**src/rtl/seg7_pkg.sv**
```systemverilog
// seg7_pkg: digit-scan states, blanking constants and the active-low hex segment table
package seg7_pkg;

    typedef enum logic {
        S_ONES = 1'b0,
        S_TENS = 1'b1
    } digit_state_t;

    localparam logic [6:0] SEG_BLANK = 7'b111_1111;
    localparam logic [1:0] AN_OFF    = 2'b11;

    // Entry n is the {g,f,e,d,c,b,a} active-low pattern for hex digit n (listed F down to 0)
    localparam logic [15:0][6:0] HEX_SEG = {
        7'b0001110, 7'b0000110, 7'b0100001, 7'b1000110,
        7'b0000011, 7'b0001000, 7'b0010000, 7'b0000000,
        7'b1111000, 7'b0000010, 7'b0010010, 7'b0011001,
        7'b0110000, 7'b0100100, 7'b1111001, 7'b1000000
    };

endpackage

```
**src/rtl/seg7_hex_decode.sv**
```systemverilog
// seg7_hex_decode: combinational 4-bit to active-low 7-segment decoder
module seg7_hex_decode
    import seg7_pkg::*;
(
    input  logic [3:0] i_nib,
    output logic [6:0] o_seg
);

    assign o_seg = HEX_SEG[i_nib];

endmodule

```
**src/rtl/seg7_scan_driver.sv**
```systemverilog
// seg7_scan_driver: double-buffered two-digit 7-segment scanner with anti-ghost blanking (option SEG7_LZ_BLANK_EN blanks a zero tens digit)
module seg7_scan_driver
    import seg7_pkg::*;
#(
    parameter int REFRESH_DIV = 50000,
    parameter int BLANK_CYC   = 16
) (
    input  logic       clk,
    input  logic       reset,
    input  logic [5:0] value_in,
    input  logic       load,
    output logic [6:0] seg,
    output logic [1:0] an,
    output logic       pending,
    output logic       frame_done
);

    localparam int CW = $clog2(REFRESH_DIV);

    logic [CW-1:0] r_cnt;
    digit_state_t  r_state;
    digit_state_t  w_state_nxt;
    logic [5:0]    r_shadow;
    logic [5:0]    r_disp;
    logic          r_pending;
    logic [6:0]    r_seg;
    logic [1:0]    r_an;
    logic          w_tick;
    logic          w_blank;
    logic          w_lz;
    logic [3:0]    w_nib;
    logic [6:0]    w_hex;
    logic [6:0]    w_seg_nxt;
    logic [1:0]    w_an_nxt;

    assign w_tick     = r_cnt == CW'(REFRESH_DIV - 1);
    assign w_blank    = r_cnt < CW'(BLANK_CYC);
    assign frame_done = w_tick && (r_state == S_TENS);
    assign w_nib      = (r_state == S_ONES) ? r_disp[3:0] : {2'b00, r_disp[5:4]};
    assign seg        = r_seg;
    assign an         = r_an;
    assign pending    = r_pending;

`ifdef SEG7_LZ_BLANK_EN
    assign w_lz = (r_state == S_TENS) && (r_disp[5:4] == 2'b00);
`else
    assign w_lz = 1'b0;
`endif

    seg7_hex_decode u_dec (
        .i_nib (w_nib),
        .o_seg (w_hex)
    );

    // Refresh counter: one full count is one digit slot
    always_ff @(posedge clk) begin
        if (reset) r_cnt <= '0;
        else       r_cnt <= w_tick ? '0 : r_cnt + 1'b1;
    end

    // Digit-scan state register
    always_ff @(posedge clk) begin
        if (reset) r_state <= S_ONES;
        else       r_state <= w_state_nxt;
    end

    // Next digit on each slot tick; next-cycle anode/segment drive with blanking at slot start
    always_comb begin
        w_state_nxt = r_state;
        w_an_nxt    = AN_OFF;
        w_seg_nxt   = SEG_BLANK;
        if (w_tick) w_state_nxt = (r_state == S_ONES) ? S_TENS : S_ONES;
        w_an_nxt  = w_blank ? AN_OFF : ((r_state == S_ONES) ? 2'b10 : 2'b01);
        w_seg_nxt = (w_blank || w_lz) ? SEG_BLANK : w_hex;
    end

    // Shadow captures loads; disp only updates at frame end so a frame never tears
    always_ff @(posedge clk) begin
        if (reset) begin
            r_shadow  <= '0;
            r_disp    <= '0;
            r_pending <= 1'b0;
        end else begin
            if (frame_done && r_pending) begin
                r_disp    <= r_shadow;
                r_pending <= 1'b0;
            end
            if (load) begin
                r_shadow  <= value_in;
                r_pending <= 1'b1;
            end
        end
    end

    // Registered display outputs
    always_ff @(posedge clk) begin
        if (reset) begin
            r_seg <= SEG_BLANK;
            r_an  <= AN_OFF;
        end else begin
            r_seg <= w_seg_nxt;
            r_an  <= w_an_nxt;
        end
    end

endmodule

```
**config.mk**
```make
export PLATFORM = sky130hd
export DESIGN_NAME = seg7_scan_driver
export DESIGN_NICKNAME = d
export VERILOG_FILES = /design/src/rtl/seg7_pkg.sv /design/src/rtl/seg7_hex_decode.sv /design/src/rtl/seg7_scan_driver.sv
export SDC_FILE = /design/constraint.sdc
export NUM_CORES = 1
export LEC_CHECK = 0
export CAP_MARGIN = 40
export CORE_ASPECT_RATIO = 0.75
export CORE_MARGIN = 2
export CORE_UTILIZATION = 54
export CTS_BUF_LIST = sky130_fd_sc_hd__clkbuf_16
export DETAILED_ROUTE_END_ITERATION = 12
export PLACE_DENSITY = 0.75
export SYNTH_ARGS = -nofsm -noshare
export SYNTH_HDL_FRONTEND = slang
export SYNTH_HIERARCHICAL = 1
export SYNTH_SLANG_ARGS = --single-unit
export TNS_END_PERCENT = 1
```
**constraint.sdc**
```tcl
create_clock -name clk -period 3.6 [get_ports clk]
set_input_delay 0.72 -clock clk [delete_from_list [all_inputs] [get_ports clk]]
set_output_delay 0.72 -clock clk [all_outputs]
set_load 0.1 [all_outputs]
```
; ---- Word level (Yosys, flattened, before mapping)
; Memories as Yosys holds them, arrays and structs flattened. A register that Yosys moved wholly into a read port is not among the register bits.
; Index checks and enable logic that the tools add are counted.
[word_totals]
inputBits = 9
elab_cells = 20
romBits = 112
n_memories = 1
ff_bits = 32
out_inout_bits = 11
[memory_table]
columns = memory, depth, word_bits, rd, rd_clocked_by_memory_dff, write_ports, line_no
row1 = (name not given), 16, 7, 1, 1, 0, seg7_hex_decode.sv:9  ; assign o_seg = HEX_SEG[i_nib];
[classes]
muxes = 5
eq_ne = 1
n_reduce_logical = 5
n_addsub = 1
n_lt_le_gt_ge = 1
[op_table]
columns = cell, count
row1 = $add 16x1->16 const B, 1
row2 = $eq 16x16->1 const B, 1
row3 = $lt 16x5->1 const B, 1
row4 = $mux 4, 1
row5 = $reduce_or 2->1, 2
row6 = $mux 1, 3
row7 = $logic_and 1x1->1, 2
row8 = $mux 2, 1
row9 = $reduce_bool 2->1, 1

; ---- Depth between registers and ports, before layout
; Gate-level depths: netlist of run 1.
[depth]
word_depth = 5
mapped_depth = 8
ltp_nobuf = 7

; ---- Hierarchy
; Netlist of run 1, hierarchy kept.
[modules_own_cells]
columns = mod, n_inst, seq_area_each_um2, cells_per_inst, area_each_um2
row1 = seg7_scan_driver, 1, 780.7, 165, 1544.0
row2 = seg7_hex_decode, 1, 0.0, 35, 247.7

; ---- Worst setup path before layout of run 1
; No wires, ideal clock.
[synth_timing]
path_kind = register to output
start = register r_cnt[13]
end = output port frame_done
path_slack_ns = 0.740
t_arrival_ns = 2.140
n_path_buf = 0
stages_incl_launch_ff = 4
required_time_ns = 2.880
path_cell_list = dfxtp_1 -> or4_4 -> nor4_4 -> and2_1
[synth_via]
elab_chain_cells = 2
[synth_rtl]
columns = element, line_no
row1 = "start, declared", seg7_scan_driver.sv:20  ; logic [CW-1:0] r_cnt;
row2 = "start signal, assigned", seg7_scan_driver.sv:58  ; else r_cnt <= w_tick ? '0 : r_cnt + 1'b1;
row3 = $eq 16x16->1, seg7_scan_driver.sv:36  ; assign w_tick = r_cnt == CW'(REFRESH_DIV - 1);
row4 = $logic_and 1x1->1, seg7_scan_driver.sv:38  ; assign frame_done = w_tick && (r_state == S_TENS);
row5 = "end, declared", seg7_scan_driver.sv:15  ; output logic frame_done
; No other way between the ends.

; ---- Worst setup path after layout of run 1
; Ends and elaborated chain as after synthesis.

==> metrics, run 1 <==
status completed; share of cells above drive strength 1 11.0%; nets@finish 244; part of the power in registers between 40% and 50%; Max-slew headroom between 40% and 50%; Post-Synthesis Cells 200; post-route ant nets 0; CP Cell Sequence or4_4, nor4_4, and2_1, buf_4; crit path max fanout 8; die width about 71 um; leading cell type in the layout, fill and taps excluded dfxtp_1; first-pass GRT wire length 5.73 mm; WP data required 2.88 ns; Leakage 0.000848 uW; vias in the first global route around 1300; Hold Path Depth 2; drc violations 0; Detail Placement HPWL roughly 2.6 mm; Metal-1 WL 1.65 mm; CP max-delay cell or4_4; Starting DRT DRC Count between 80 and 90; Skew-Pair Late Insertion Delay 0.28 ns; VDD IR-drop max 0.412 mV; cts hold-fix bufs 0; WP buf/inv 1; clock root buffer clkbuf_16; Slew Limit Fails 0; clk sinks 39; CTS resizes 0; cell count along the critical path 4; Max Cap Viol 0; initial antenna violation count 0; Worst setup EP type primary output; Area Growth Syn to Fin 26.7%; Clock Power Share between 40% and 50%; Post-CTS Setup Repair Bufs 0; GRT Overall Usage 19.9%; vias per inst 5.52; core footprint between 3000 and 4000 um2; Reg clk slew, reported paths roughly 0.05 ns; flops & latches, synth 39; Comb power frac 4.9%; Fillers 259; Worst Path Arrival 2.21 ns; mean post-synth cell area roughly 9 um2; Synth Cell Area between 1500 and 2000 um2; Fin. Hold Viols 0; Worst-Margin Slew 0.853 ns; fmax around 340 MHz; Int Pwr just over 700 uW; DR pass1 iterations 4; Port Buf Inserts 19; setup_tns 0 ns; switching pwr 188 uW; period utilization 81.5%; final wirelength 3.50 mm; met2 wire length 1.57 mm; full die area between 3000 and 4000 um2; Overflow after GRT 0; Initial Util between 50% and 60%; Setup Crit Path Kind register to primary output; Hold WC Path Type register to register; synth warn 6; switch share between 20% and 30%; # setup viols final 0; largest net degree at the start of global routing 27; H-tree levels 2; gpl congestion 0.834; antenna cell count 0; Mapped Nets 217; Clock Tree Buf Depth 2; RSZ-0062 raised after global routing false; clock skew 0.00555 ns; CTS tree built; minimum clock period 2.93 ns; post-synthesis cell type count 37; sequential area share after synthesis 43.6%; Die Ht 53.9 um; Wirelength per Cell roughly 13 um; critical path startpoint category register; Num CTS Buffers 5; most frequent cells in the layout 39 x dfxtp_1, 27 x nor2_1, 18 x clkdlybuf4s50_1; I/O Pins 20; Top Family by Delay on Critical Path simple AND/OR/NAND/NOR gates; routed wl met3 217 um; Top Layer Used met4; PD cells 396 nW/um2; crit-path max cell delay 0.57 ns; row cnt 18; vias about 1500; WHS between 0.4 and 0.5 ns; R2R cell count 6
## cell type report
type	instances	area (um2)	share of cell area (%)
sequential	39	781	34.4
clock inverter	3	12.5	0.551
multi-input combinational	144	926	40.8
inverter	7	26.3	1.16
clock buffer	5	125	5.51
timing repair buffer	30	349	15.4
tap	40	50.0	2.21
## stage by stage
stage	utilization, %	total power [uW]	setup WS (ns)	instance area (um2)	cells
global placement	61.2	494	0.999	1970	249
floorplan	-	482	0.740	1790	200
CTS	70.5	909	0.659	2270	268
global route	70.5	930	0.563	2270	268
finish	70.5	898	0.665	2270	268
detailed placement	66.2	499	0.968	2130	260
## registers in the layout, summed over array words and instances (netlist names)
signal,flops
r_disp,6
r_shadow,6
an,2
r_state,1
r_cnt,16
seg,7
pending,1
## Yosys cell counts
cell / count / area (um2)
a21boi_1: 1 / 7.51
a21oi_1: 7 / 35.0
a31oi_1: 1 / 6.26
and2_0: 1 / 6.26
and2_1: 1 / 6.26
and3_1: 1 / 6.26
buf_1: 1 / 3.75
buf_2: 2 / 10.0
buf_6: 1 / 11.3
buf_8: 1 / 15.0
clkbuf_1: 5 / 18.8
dfxtp_1: 39 / 781
ha_1: 8 / 100
inv_1: 7 / 26.3
mux2_2: 3 / 33.8
mux2i_1: 7 / 70.1
nand2_1: 11 / 41.3
nand2b_1: 2 / 12.5
nand2b_4: 1 / 13.8
nand3_1: 13 / 65.1
nand4_1: 5 / 31.3
nor2_1: 27 / 101
nor2b_1: 2 / 12.5
nor3_1: 3 / 15.0
nor4_1: 5 / 31.3
nor4_4: 1 / 21.3
o211ai_1: 1 / 7.51
o21a_1: 1 / 7.51
o21ai_0: 9 / 45.0
o21ai_1: 2 / 10.0
o22ai_1: 3 / 18.8
or2_2: 1 / 6.26
or3_1: 9 / 56.3
or4_1: 2 / 15.0
or4_4: 1 / 11.3
xnor2_1: 12 / 105
xor2_1: 3 / 26.3
## power by group through the flow
stage | sequential, uW | clock [uW] | combinational [uW]
6_report | 447 | 407 | 44.0
5_1_grt | 448 | 436 | 47.0
4_1_cts | 447 | 419 | 43.9
3_5_place_dp | 456 | 0 | 43.5
3_3_place_gp | 455 | 0 | 38.8
2_1_floorplan | 460 | 0 | 21.3
## tightest hold or removal path, cell delays in order, from the launching register on
cell and delay, ns:
dfxtp_1 0.30, o21ai_0 0.06, a21oi_1 0.06
## kinds of logic (layout without fill, tap and decap cells)
group	Yosys count	after routing	synth area share (%)
flip-flops	39	39	43.6
adder cells (fa/ha/maj)	8	8	5.59
XOR/XNOR	15	15	7.33
buffers and inverters	17	45	4.75
multiplexers	10	10	5.80
AND/OR/NAND/NOR	86	86	25.3
AO/OA/AOI/OAI	25	25	7.68
## path summary, 6_finish.rpt
path | from | endpoint | slack, ns
hold reg to reg | r_disp[4] | r_disp[4] | 0.47
setup reg to reg | r_state | seg[3] | 1.44
hold / removal | r_disp[4] | r_disp[4] | 0.47
setup / recovery | r_cnt[13] | frame_done | 0.67
## per-layer routing
metal / GRT usage [%] / up-vias
li1: - / 739
met1: 23.8 / 683
met2: 32.4 / 52
met3: 8.43 / 6
met4: 7.69 / 0
met5: 0 / -
No activity file was read; power rests on OpenSTA's default activity.
==> run 2: changes to the inputs <==
--- a/config.mk
+++ b/config.mk
@@ -8,10 +8,10 @@
 export CAP_MARGIN = 40
 export CORE_ASPECT_RATIO = 0.75
 export CORE_MARGIN = 2
-export CORE_UTILIZATION = 54
+export CORE_UTILIZATION = 49
 export CTS_BUF_LIST = sky130_fd_sc_hd__clkbuf_16
 export DETAILED_ROUTE_END_ITERATION = 12
-export PLACE_DENSITY = 0.75
+export PLACE_DENSITY = 0.72
 export SYNTH_ARGS = -nofsm -noshare
 export SYNTH_HDL_FRONTEND = slang
 export SYNTH_HIERARCHICAL = 1
==> constraint.sdc (replaced) <==
create_clock -name clk -period 2.4 [get_ports clk]
set_input_delay 0.48 -clock clk [delete_from_list [all_inputs] [get_ports clk]]
set_output_delay 0.48 -clock clk [all_outputs]
set_load 0.1 [all_outputs]
==> run 2 against run 1 <==
Against the previous run: worst setup slack got worse by 0.61 ns; clock skew decreased by 0.0020 ns; count of clock-buffer cells in the layout unchanged; die area increased by 9.5%; global-route usage decreased by 1.4 points; cell area decreased by 5.3%; clock power increased by 47%.
==> metrics, run 2 (synthesis results as in run 1) <==
GRT Overall Usage 18.5% (was 19.9%); most frequent cells in the layout 39 x dfxtp_1, 27 x nor2_1, 15 x buf_4 (was 39 x dfxtp_1, 27 x nor2_1, 18 x clkdlybuf4s50_1); cell count along the critical path 4 (unchanged); PD cells 619 nW/um2 (was 396 nW/um2); Worst setup EP type primary output (unchanged); Worst Path Arrival 1.86 ns (was 2.21 ns); WP buf/inv 1 (unchanged); Die Ht 56.4 um (was 53.9 um); fmax 427 MHz; Port Buf Inserts 19 (unchanged); crit-path max cell delay 0.58 ns (was 0.57 ns); Setup Crit Path Kind register to primary output (unchanged); Max Cap Viol 0 (unchanged); row cnt 18 (unchanged); Most flops, register r_cnt (unchanged); DR pass1 iterations 4 (unchanged); RR Startpoint r_cnt[13] (was r_state); die width 73.8 um (was 70.5 um); Num CTS Buffers 5 (unchanged); total power 1330 uW (was 898 uW); drc violations 0 (unchanged); Reg clk slew, reported paths 0.05 ns (about the same); setup_tns 0 ns (unchanged); Area Growth Syn to Fin 20.0% (was 26.7%); gpl congestion 0.839 (was 0.834); Detail Placement HPWL 2.53 mm (was 2.55 mm); vias 1431 (was 1480); final core utilization 63.2% (was 70.5%); full die area 4160 um2 (was 3800 um2); largest net degree at the start of global routing 16 (was 27); Skew-Pair Late Insertion Delay 0.27 ns (was 0.28 ns); Clock Tree Buf Depth 2 (unchanged); Overflow after GRT 0 (unchanged); Worst-Margin Slew 0.747 ns (was 0.853 ns); critical path startpoint category register (unchanged); RSZ-0062 raised after global routing false (unchanged); min-delay src r_disp[2] (was r_disp[4]); clock root buffer clkbuf_16 (unchanged); vias per inst 5.26 (was 5.52); H-tree levels 2 (unchanged); reg2reg end r_disp[1] (was seg[3]); R2R cell count 4 (was 6); # setup viols final 0 (unchanged); R2R setup slack 0.25 ns (was 1.44 ns); CTS tree built (unchanged); Critical Path Start r_cnt[13] (unchanged); final wirelength 3.70 mm (was 3.50 mm); Hold WC Path Type register to register (unchanged); initial antenna violation count 0 (unchanged); Leakage 0.000786 uW (was 0.000848 uW); antenna cell count 0 (unchanged); first-pass GRT wire length 5.98 mm (was 5.73 mm); WP data required 1.92 ns (was 2.88 ns); post-route ant nets 0 (unchanged); Wirelength per Cell 13.6 um (was 13.1 um); max reg flops 16 (unchanged); Starting DRT DRC Count 99 (was 85); status completed (unchanged); leading cell type in the layout, fill and taps excluded dfxtp_1 (unchanged); clk sinks 39 (unchanged); CP Cell Sequence or4_4, nor4_4, and2_4, buf_12 (was or4_4, nor4_4, and2_1, buf_4); Fin. Hold Viols 0 (unchanged); CP max-delay cell or4_4 (unchanged); Slew Limit Fails 0 (unchanged); clock skew 0.00358 ns (was 0.00555 ns); minimum clock period 2.34 ns; Initial Util 52.7% (was 55.6%); Max-slew headroom 50.1% (was 43.0%); period utilization a little over nine tenths; Fillers 302 (was 259); share of cells above drive strength 1 13.5% (was 11.0%); critical path capture point frame_done (unchanged); Top Family by Delay on Critical Path simple AND/OR/NAND/NOR gates (unchanged); I/O Pins 20 (unchanged); VDD IR-drop max 0.452 mV (was 0.412 mV); nets@finish 238 (was 244); vias in the first global route 1334 (was 1312); core footprint 3400 um2 (was 3220 um2); crit path max fanout 4 (was 8)
## run 2: metal layers
metal  global-route usage, %  wire length, um  vias up
met5                       0                0        -
met1                    24.2             1710      663
met3                    5.75              181        0
li1                        -                -      725
met2                    29.5             1810       43
met4                    4.68                0        0
## run 2: layout make-up
class	count	area [um2]	area share (%)
inverters	7	26.3	1.22
flip-flops and latches	39	781	36.3
clock inverters	3	11.3	0.524
well taps	50	62.6	2.91
repair buffers	24	213	9.90
multi-input cells	144	931	43.3
clock buffers	5	125	5.82
## run 2: report_power, final
part           internal [uW]  total [uW]  switching, uW
registers                660         670           10.6
logic                   27.4        61.7           34.2
clock network            373         599            226
## run 2: how the worst min path moves through the flow
stage	to	depth (start not counted)	slack, ns
floorplan	r_cnt[0]	1	0.43
global placement	r_cnt[0]	1	0.44
detailed placement	r_cnt[0]	1	0.46
CTS	r_cnt[0]	1	0.47
global route	r_cnt[0]	1	0.50
finish	r_disp[2]	2	0.47
## run 2: worst reg2reg max path, cell delays in order (launching register included)
cell and delay (ns):
dfxtp_1 0.34, or4_4 0.58, or4_1 0.70, o21ai_0 0.30, a21oi_1 0.10
## run 2: timing repair
item                       CTS  global route
buffers inserted             0             1
setup endpoints to repair    1             1
gates resized for setup      1             1
hold buffers                 0             0
pin swaps                    1             1
## run 2: per-stage QoR
| stage | hold WS, ns | instance area (um2) | setup slack (ns) | instances |
|---|---|---|---|---|
| 2_1_floorplan | 0.429 | 1790 | 0.0623 | 200 |
| 3_3_place_gp | 0.439 | 2000 | 0.340 | 263 |
| 6_report | 0.472 | 2150 | 0.0590 | 272 |
| 4_1_cts | 0.470 | 2140 | 0.0508 | 271 |
| 5_1_grt | 0.499 | 2150 | 0.0102 | 272 |
| 3_5_place_dp | 0.456 | 2000 | 0.315 | 263 |
